`src/rtl/ghost_move_scheduler.sv`:
```
// ghost_move_scheduler
// Per-frame movement sequencer for NUM_GHOSTS ghosts sharing one coordinate
// register port. Each ghost in turn is read, given a direction by the AI,
// has its target tile checked against the map, and is written back if the
// target is open.
// Optional feature macro: GHOST_TUNNEL_WRAP_EN
//   defined   -> edge moves wrap to the opposite side and are map-checked
//   undefined -> edge moves are blocked (no map read, no write)
module ghost_move_scheduler #(
    parameter int NUM_GHOSTS  = 4,
    parameter int GRID_W      = 21,
    parameter int GRID_H      = 21,
    parameter int DIR_TIMEOUT = 255
) (
    input  logic       clock_50,
    input  logic       reset_n,
    input  logic       tick,
    output logic       busy,
    output logic       done,
    output logic [2:0] ghost_sel,
    output logic       reg_en,
    output logic       reg_readwrite,
    input  logic [4:0] reg_x_rd,
    input  logic [4:0] reg_y_rd,
    output logic [4:0] reg_x_wr,
    output logic [4:0] reg_y_wr,
    output logic       dir_req,
    input  logic       dir_ack,
    input  logic [1:0] dir,
    output logic       map_rd,
    output logic [4:0] map_x,
    output logic [4:0] map_y,
    input  logic       map_wall
);

    localparam int TW = (DIR_TIMEOUT > 1) ? $clog2(DIR_TIMEOUT) : 1;
    localparam logic [TW-1:0] TIMER_LAST = TW'(DIR_TIMEOUT - 1);
    localparam logic [4:0]    X_MAX      = 5'(GRID_W - 1);
    localparam logic [4:0]    Y_MAX      = 5'(GRID_H - 1);
    localparam logic [2:0]    LAST_GHOST = 3'(NUM_GHOSTS - 1);
`ifdef GHOST_TUNNEL_WRAP_EN
    localparam logic EDGE_BLOCK = 1'b0;
`else
    localparam logic EDGE_BLOCK = 1'b1;
`endif

    typedef enum logic [2:0] {
        S_IDLE     = 3'd0,
        S_READ     = 3'd1,
        S_DIR      = 3'd2,
        S_CALC     = 3'd3,
        S_MAP      = 3'd4,
        S_MAP_WAIT = 3'd5,
        S_WRITE    = 3'd6,
        S_NEXT     = 3'd7
    } state_t;

    state_t          state_q;
    logic [2:0]      ghost_sel_q;
    logic [4:0]      cur_x_q, cur_y_q;
    logic [1:0]      dir_q;
    logic [TW-1:0]   timer_q;
    logic            busy_q, done_q, reg_en_q, reg_rw_q, dir_req_q, map_rd_q;
    logic [4:0]      reg_x_wr_q, reg_y_wr_q, map_x_q, map_y_q;

    logic [4:0]      tgt_x_d, tgt_y_d;
    logic            blocked_d;

    // Target tile for the latched coordinates and direction; edge moves wrap or block
    always_comb begin
        tgt_x_d   = cur_x_q;
        tgt_y_d   = cur_y_q;
        blocked_d = 1'b0;
        case (dir_q)
            2'b00: begin
                if (cur_y_q == 5'd0) begin
                    tgt_y_d   = Y_MAX;
                    blocked_d = EDGE_BLOCK;
                end else begin
                    tgt_y_d   = cur_y_q - 5'd1;
                end
            end
            2'b01: begin
                if (cur_y_q >= Y_MAX) begin
                    tgt_y_d   = 5'd0;
                    blocked_d = EDGE_BLOCK;
                end else begin
                    tgt_y_d   = cur_y_q + 5'd1;
                end
            end
            2'b10: begin
                if (cur_x_q == 5'd0) begin
                    tgt_x_d   = X_MAX;
                    blocked_d = EDGE_BLOCK;
                end else begin
                    tgt_x_d   = cur_x_q - 5'd1;
                end
            end
            2'b11: begin
                if (cur_x_q >= X_MAX) begin
                    tgt_x_d   = 5'd0;
                    blocked_d = EDGE_BLOCK;
                end else begin
                    tgt_x_d   = cur_x_q + 5'd1;
                end
            end
            default: begin
                blocked_d = 1'b1;
            end
        endcase
    end

    // Movement FSM; every output is a register set on entry to the state that owns it
    always_ff @(posedge clock_50 or negedge reset_n) begin
        if (!reset_n) begin
            state_q     <= S_IDLE;
            ghost_sel_q <= 3'd0;
            cur_x_q     <= 5'd0;
            cur_y_q     <= 5'd0;
            dir_q       <= 2'd0;
            timer_q     <= '0;
            busy_q      <= 1'b0;
            done_q      <= 1'b0;
            reg_en_q    <= 1'b0;
            reg_rw_q    <= 1'b1;
            dir_req_q   <= 1'b0;
            map_rd_q    <= 1'b0;
            reg_x_wr_q  <= 5'd0;
            reg_y_wr_q  <= 5'd0;
            map_x_q     <= 5'd0;
            map_y_q     <= 5'd0;
        end else begin
            // single-cycle strobes fall back to idle levels unless re-armed below
            reg_en_q  <= 1'b0;
            reg_rw_q  <= 1'b1;
            map_rd_q  <= 1'b0;
            done_q    <= 1'b0;
            dir_req_q <= 1'b0;
            case (state_q)
                S_IDLE: begin
                    if (tick) begin
                        state_q     <= S_READ;
                        busy_q      <= 1'b1;
                        ghost_sel_q <= 3'd0;
                        reg_en_q    <= 1'b1;
                    end else begin
                        state_q     <= S_IDLE;
                    end
                end
                S_READ: begin
                    cur_x_q   <= reg_x_rd;
                    cur_y_q   <= reg_y_rd;
                    timer_q   <= '0;
                    dir_req_q <= 1'b1;
                    state_q   <= S_DIR;
                end
                S_DIR: begin
                    if (dir_ack) begin
                        dir_q   <= dir;
                        state_q <= S_CALC;
                    end else if (timer_q == TIMER_LAST) begin
                        state_q <= S_NEXT;
                        done_q  <= (ghost_sel_q == LAST_GHOST);
                    end else begin
                        timer_q   <= timer_q + TW'(1);
                        dir_req_q <= 1'b1;
                    end
                end
                S_CALC: begin
                    if (blocked_d) begin
                        state_q <= S_NEXT;
                        done_q  <= (ghost_sel_q == LAST_GHOST);
                    end else begin
                        map_x_q  <= tgt_x_d;
                        map_y_q  <= tgt_y_d;
                        map_rd_q <= 1'b1;
                        state_q  <= S_MAP;
                    end
                end
                S_MAP: begin
                    state_q <= S_MAP_WAIT;
                end
                S_MAP_WAIT: begin
                    if (map_wall) begin
                        state_q <= S_NEXT;
                        done_q  <= (ghost_sel_q == LAST_GHOST);
                    end else begin
                        reg_en_q   <= 1'b1;
                        reg_rw_q   <= 1'b0;
                        reg_x_wr_q <= map_x_q;
                        reg_y_wr_q <= map_y_q;
                        state_q    <= S_WRITE;
                    end
                end
                S_WRITE: begin
                    state_q <= S_NEXT;
                    done_q  <= (ghost_sel_q == LAST_GHOST);
                end
                S_NEXT: begin
                    if (ghost_sel_q == LAST_GHOST) begin
                        busy_q      <= 1'b0;
                        ghost_sel_q <= 3'd0;
                        state_q     <= S_IDLE;
                    end else begin
                        ghost_sel_q <= ghost_sel_q + 3'd1;
                        reg_en_q    <= 1'b1;
                        state_q     <= S_READ;
                    end
                end
                default: begin
                    busy_q      <= 1'b0;
                    ghost_sel_q <= 3'd0;
                    state_q     <= S_IDLE;
                end
            endcase
        end
    end

    assign busy          = busy_q;
    assign done          = done_q;
    assign ghost_sel     = ghost_sel_q;
    assign reg_en        = reg_en_q;
    assign reg_readwrite = reg_rw_q;
    assign reg_x_wr      = reg_x_wr_q;
    assign reg_y_wr      = reg_y_wr_q;
    assign dir_req       = dir_req_q;
    assign map_rd        = map_rd_q;
    assign map_x         = map_x_q;
    assign map_y         = map_y_q;

endmodule

```
`config.mk`:
```
export PLATFORM = sky130hd
export DESIGN_NAME = ghost_move_scheduler
export DESIGN_NICKNAME = d
export VERILOG_FILES = /design/src/rtl/ghost_move_scheduler.sv
export SDC_FILE = /design/constraint.sdc
export NUM_CORES = 1
export LEC_CHECK = 0
export CORE_UTILIZATION = 57
export DETAILED_ROUTE_END_ITERATION = 8
export PLACE_DENSITY_LB_ADDON = 0.15
export REMOVE_ABC_BUFFERS = 1
export SLEW_MARGIN = 10
export SYNTH_ARGS = -nofsm -noshare
export SYNTH_HDL_FRONTEND = slang
export SYNTH_SLANG_ARGS = --single-unit
```
`constraint.sdc`:
```
create_clock -name clock_50 -period 2.9 [get_ports clock_50]
set_input_delay 0.87 -clock clock_50 [delete_from_list [all_inputs] [get_ports clock_50]]
set_output_delay 0.87 -clock clock_50 [all_outputs]
set_load 0.05 [all_outputs]
```
==> reports/metrics.cfg <==
[global_route]
antenna_found_initial=0
grt_max_degree=53
grt_pass1_vias=2016
grt_pass1_wl_um=9380
grt_overflow_total=0
grt_usage=0.234

[die]
die_y_um=71.7
coreArea_um2=4500
die_w_um=71.7
core.rowCount=24
initial_core_util=0.614
die-area_um2=5140
num_io_pins=46

[clock_network]
cts_tree=built
cts.sinks=52
cts_root_buf=clkbuf_8
cts_buffers=5
clk_pin_slew_ns=0.08
cts_hold_buf=0
cts-resized-gates=0
htreeDepth=2
cts_setup_buffers=0
clock_latency_ns=0.30
max-clock-path-buffers=2

[timing]
finalCritPeriodShare=0.864
worstMarginPinSlew_ns=0.807
finClkSkew_ns=0.00931
fin_setup_tns_ns=0
min_period_ns=2.51
finalHoldViolCount=0
slew-limit-headroom=0.459
fin_hold_ws_ns=0.510
setup_violations=0
rsz0062_at_grt=false
slew_violations=0
fmax_ghz=0.399

[logic_synthesis]
seq_area_frac_synth=0.471
synth.avg_cell_area_um2=9.88
synth_edf_count=0
ys_seq_elements=52
synth_area_um2=2770
ys_types=49
synth_ff_type=dfrtp_1
ys_warn_count=0
async_flop_share=1.00
ys_top_cells_by_count=dfrtp_1, nor2_1, nand2_1, o21ai_0, mux2_2
netlist_instances=280
yosysMostFrequentCell=dfrtp_1
yosysTopAreaCell=dfrtp_1
synth_area_leaders=dfrtp_1, mux2_2, ha_1
yosysTopAreaCellShare=0.461

[critical_path]
r2r_slack_ns=0.45
crit_required_ns=3.11
slowest_stage=or4b_1
path_buf_inv=2
crit_fanout=5
arrival_ns=2.72
crit_path_max_incr_delay_ns=0.57
crit_chain=clkdlybuf4s50_1 -> or4b_1 -> a31oi_1 -> buf_4 -> nor2_1 -> a211oi_1
cp_top_family=buffers and inverters
endpoint_kind=flop
critical_path_class=input pin to flop
start_kind=input pin

[power_and_ir_drop]
design_power_total_uw=4240
power_density_nw_per_um2=1260
leakage_uw=0.00139
peakVddDrop_mv=0.646

[detailed_routing]
routed_wl_um=5430
viasPerCell=5.88
drtPass1Iterations=4
postRouteAntennaNets=0
drt_iter0_drc=124
vias=2189
wire_per_inst_um=14.6
drc=0

[placed_design]
gp_congestion=0.882
postPlaceCellArea_um2=3240
portBuffers=45
dp_hpwl_um=3780

[layout]
area_delta_synth_final_pct=21.8
fin_area_um2=3370
drive_above_1_share=0.131
num_antenna_cells=0
seq_area_um2=1300
multi_input_area_um2=1330
fillerInstances=333
fin_nets=345

[outcome]
outcome=completed

[flow_run]
cap_viol_max_count=0

[hold_path]
hp-class=flop to flop

-- routing by layer --
layer,up-vias,global-route usage,part of all wire
met5,-,0,0
met4,0,0.0610,0.0050
met3,2,0.0478,0.037
met2,63,0.365,0.45
met1,1030,0.336,0.50
li1,1094,-,-
-- where the power goes --
part,switching [µW],leakage (µW),internal [µW],total [µW]
combinational,1310,0.000687,918,2230
sequential,422,0.000637,1020,1440
clock,226,0.0000654,345,570
total,1960,0.00139,2280,4240
-- kinds of logic (layout without fill, tap and decap cells) --
logic type | count (synthesis) | in the layout | share of synthesized area
and+or+nand+nor | 88 | 88 | 0.164
AOI/OAI and AO/OA | 74 | 74 | 0.173
muxes | 20 | 20 | 0.0823
DFF | 52 | 52 | 0.471
adders and majority gates | 9 | 9 | 0.0407
buffers and inverters | 31 | 71 | 0.0497
xor gates and xnor gates | 6 | 6 | 0.0190
-- metrics by stage --
stage                     utilization  std cells  setup slack (ns)
final                           0.748        372             0.394
after global placement          0.719        364             0.152
after global routing            0.748        372             0.204
after floorplan                     -        260             0.443
after CTS                       0.748        372             0.406
after detailed placement        0.719        364             0.107
-- final timing paths --
kind	from	cells past startpoint	endpoint
setup / recovery	dir_ack	6	timer_q[1]$_DFFE_PN0P_
hold / removal	reg_y_wr[2]$_DFFE_PN0P_	1	reg_y_wr[2]$_DFFE_PN0P_
setup reg to reg	cur_y_q[0]$_DFFE_PN0P_	7	map_y[2]$_DFFE_PN0P_
hold reg to reg	reg_y_wr[2]$_DFFE_PN0P_	1	reg_y_wr[2]$_DFFE_PN0P_
max in group asynchronous	reset_n	2	timer_q[6]$_DFFE_PN0P_
min in group asynchronous	reset_n	2	reg_y_wr[0]$_DFFE_PN0P_
-- area by class of cell --
type | count | area share
timing repair buffer | 52 | 0.148
clock inverter | 2 | 0.0178
inverter | 11 | 0.0122
clock buffer | 6 | 0.0215
tap | 52 | 0.0193
sequential | 52 | 0.386
multi-input combinational | 197 | 0.395
-- sequential cells by signal (all words and copies together) (netlist names), 2 cells and up --
signal and count:
timer_q 8, cur_x_q 5, cur_y_q 5, map_x 5
map_y 5, reg_x_wr 5, reg_y_wr 5, ghost_sel 3
state_q 3, dir_q 2
-- placed cells by master, fill, tap and decap left out, types with 2 or more instances in the layout --
cell type | netlist | final
mux2_2 | 18 | 18
nand3_1 | 12 | 12
clkdlybuf4s50_1 | 0 | 44
buf_4 | 0 | 7
o211ai_2 | 2 | 2
dfrtp_1 | 51 | 51
inv_1 | 10 | 10
and3_1 | 4 | 4
o22ai_1 | 5 | 5
a41oi_1 | 2 | 2
nand2b_1 | 3 | 3
o211ai_1 | 5 | 5
or4b_4 | 2 | 2
o21ai_0 | 19 | 19
o21a_1 | 5 | 5
bufinv_16 | 0 | 2
or3_1 | 4 | 4
o311ai_0 | 2 | 2
nand2_1 | 19 | 19
nor3b_1 | 5 | 4
clkbuf_8 | 0 | 5
nand4_1 | 2 | 2
ha_1 | 9 | 9
xnor2_1 | 2 | 2
a2bb2oi_1 | 2 | 2
xor2_1 | 4 | 4
a21oi_1 | 17 | 17
nor3_1 | 9 | 9
nor2_1 | 22 | 22
a31oi_1 | 6 | 6
(Power assumes the default switching activity.)
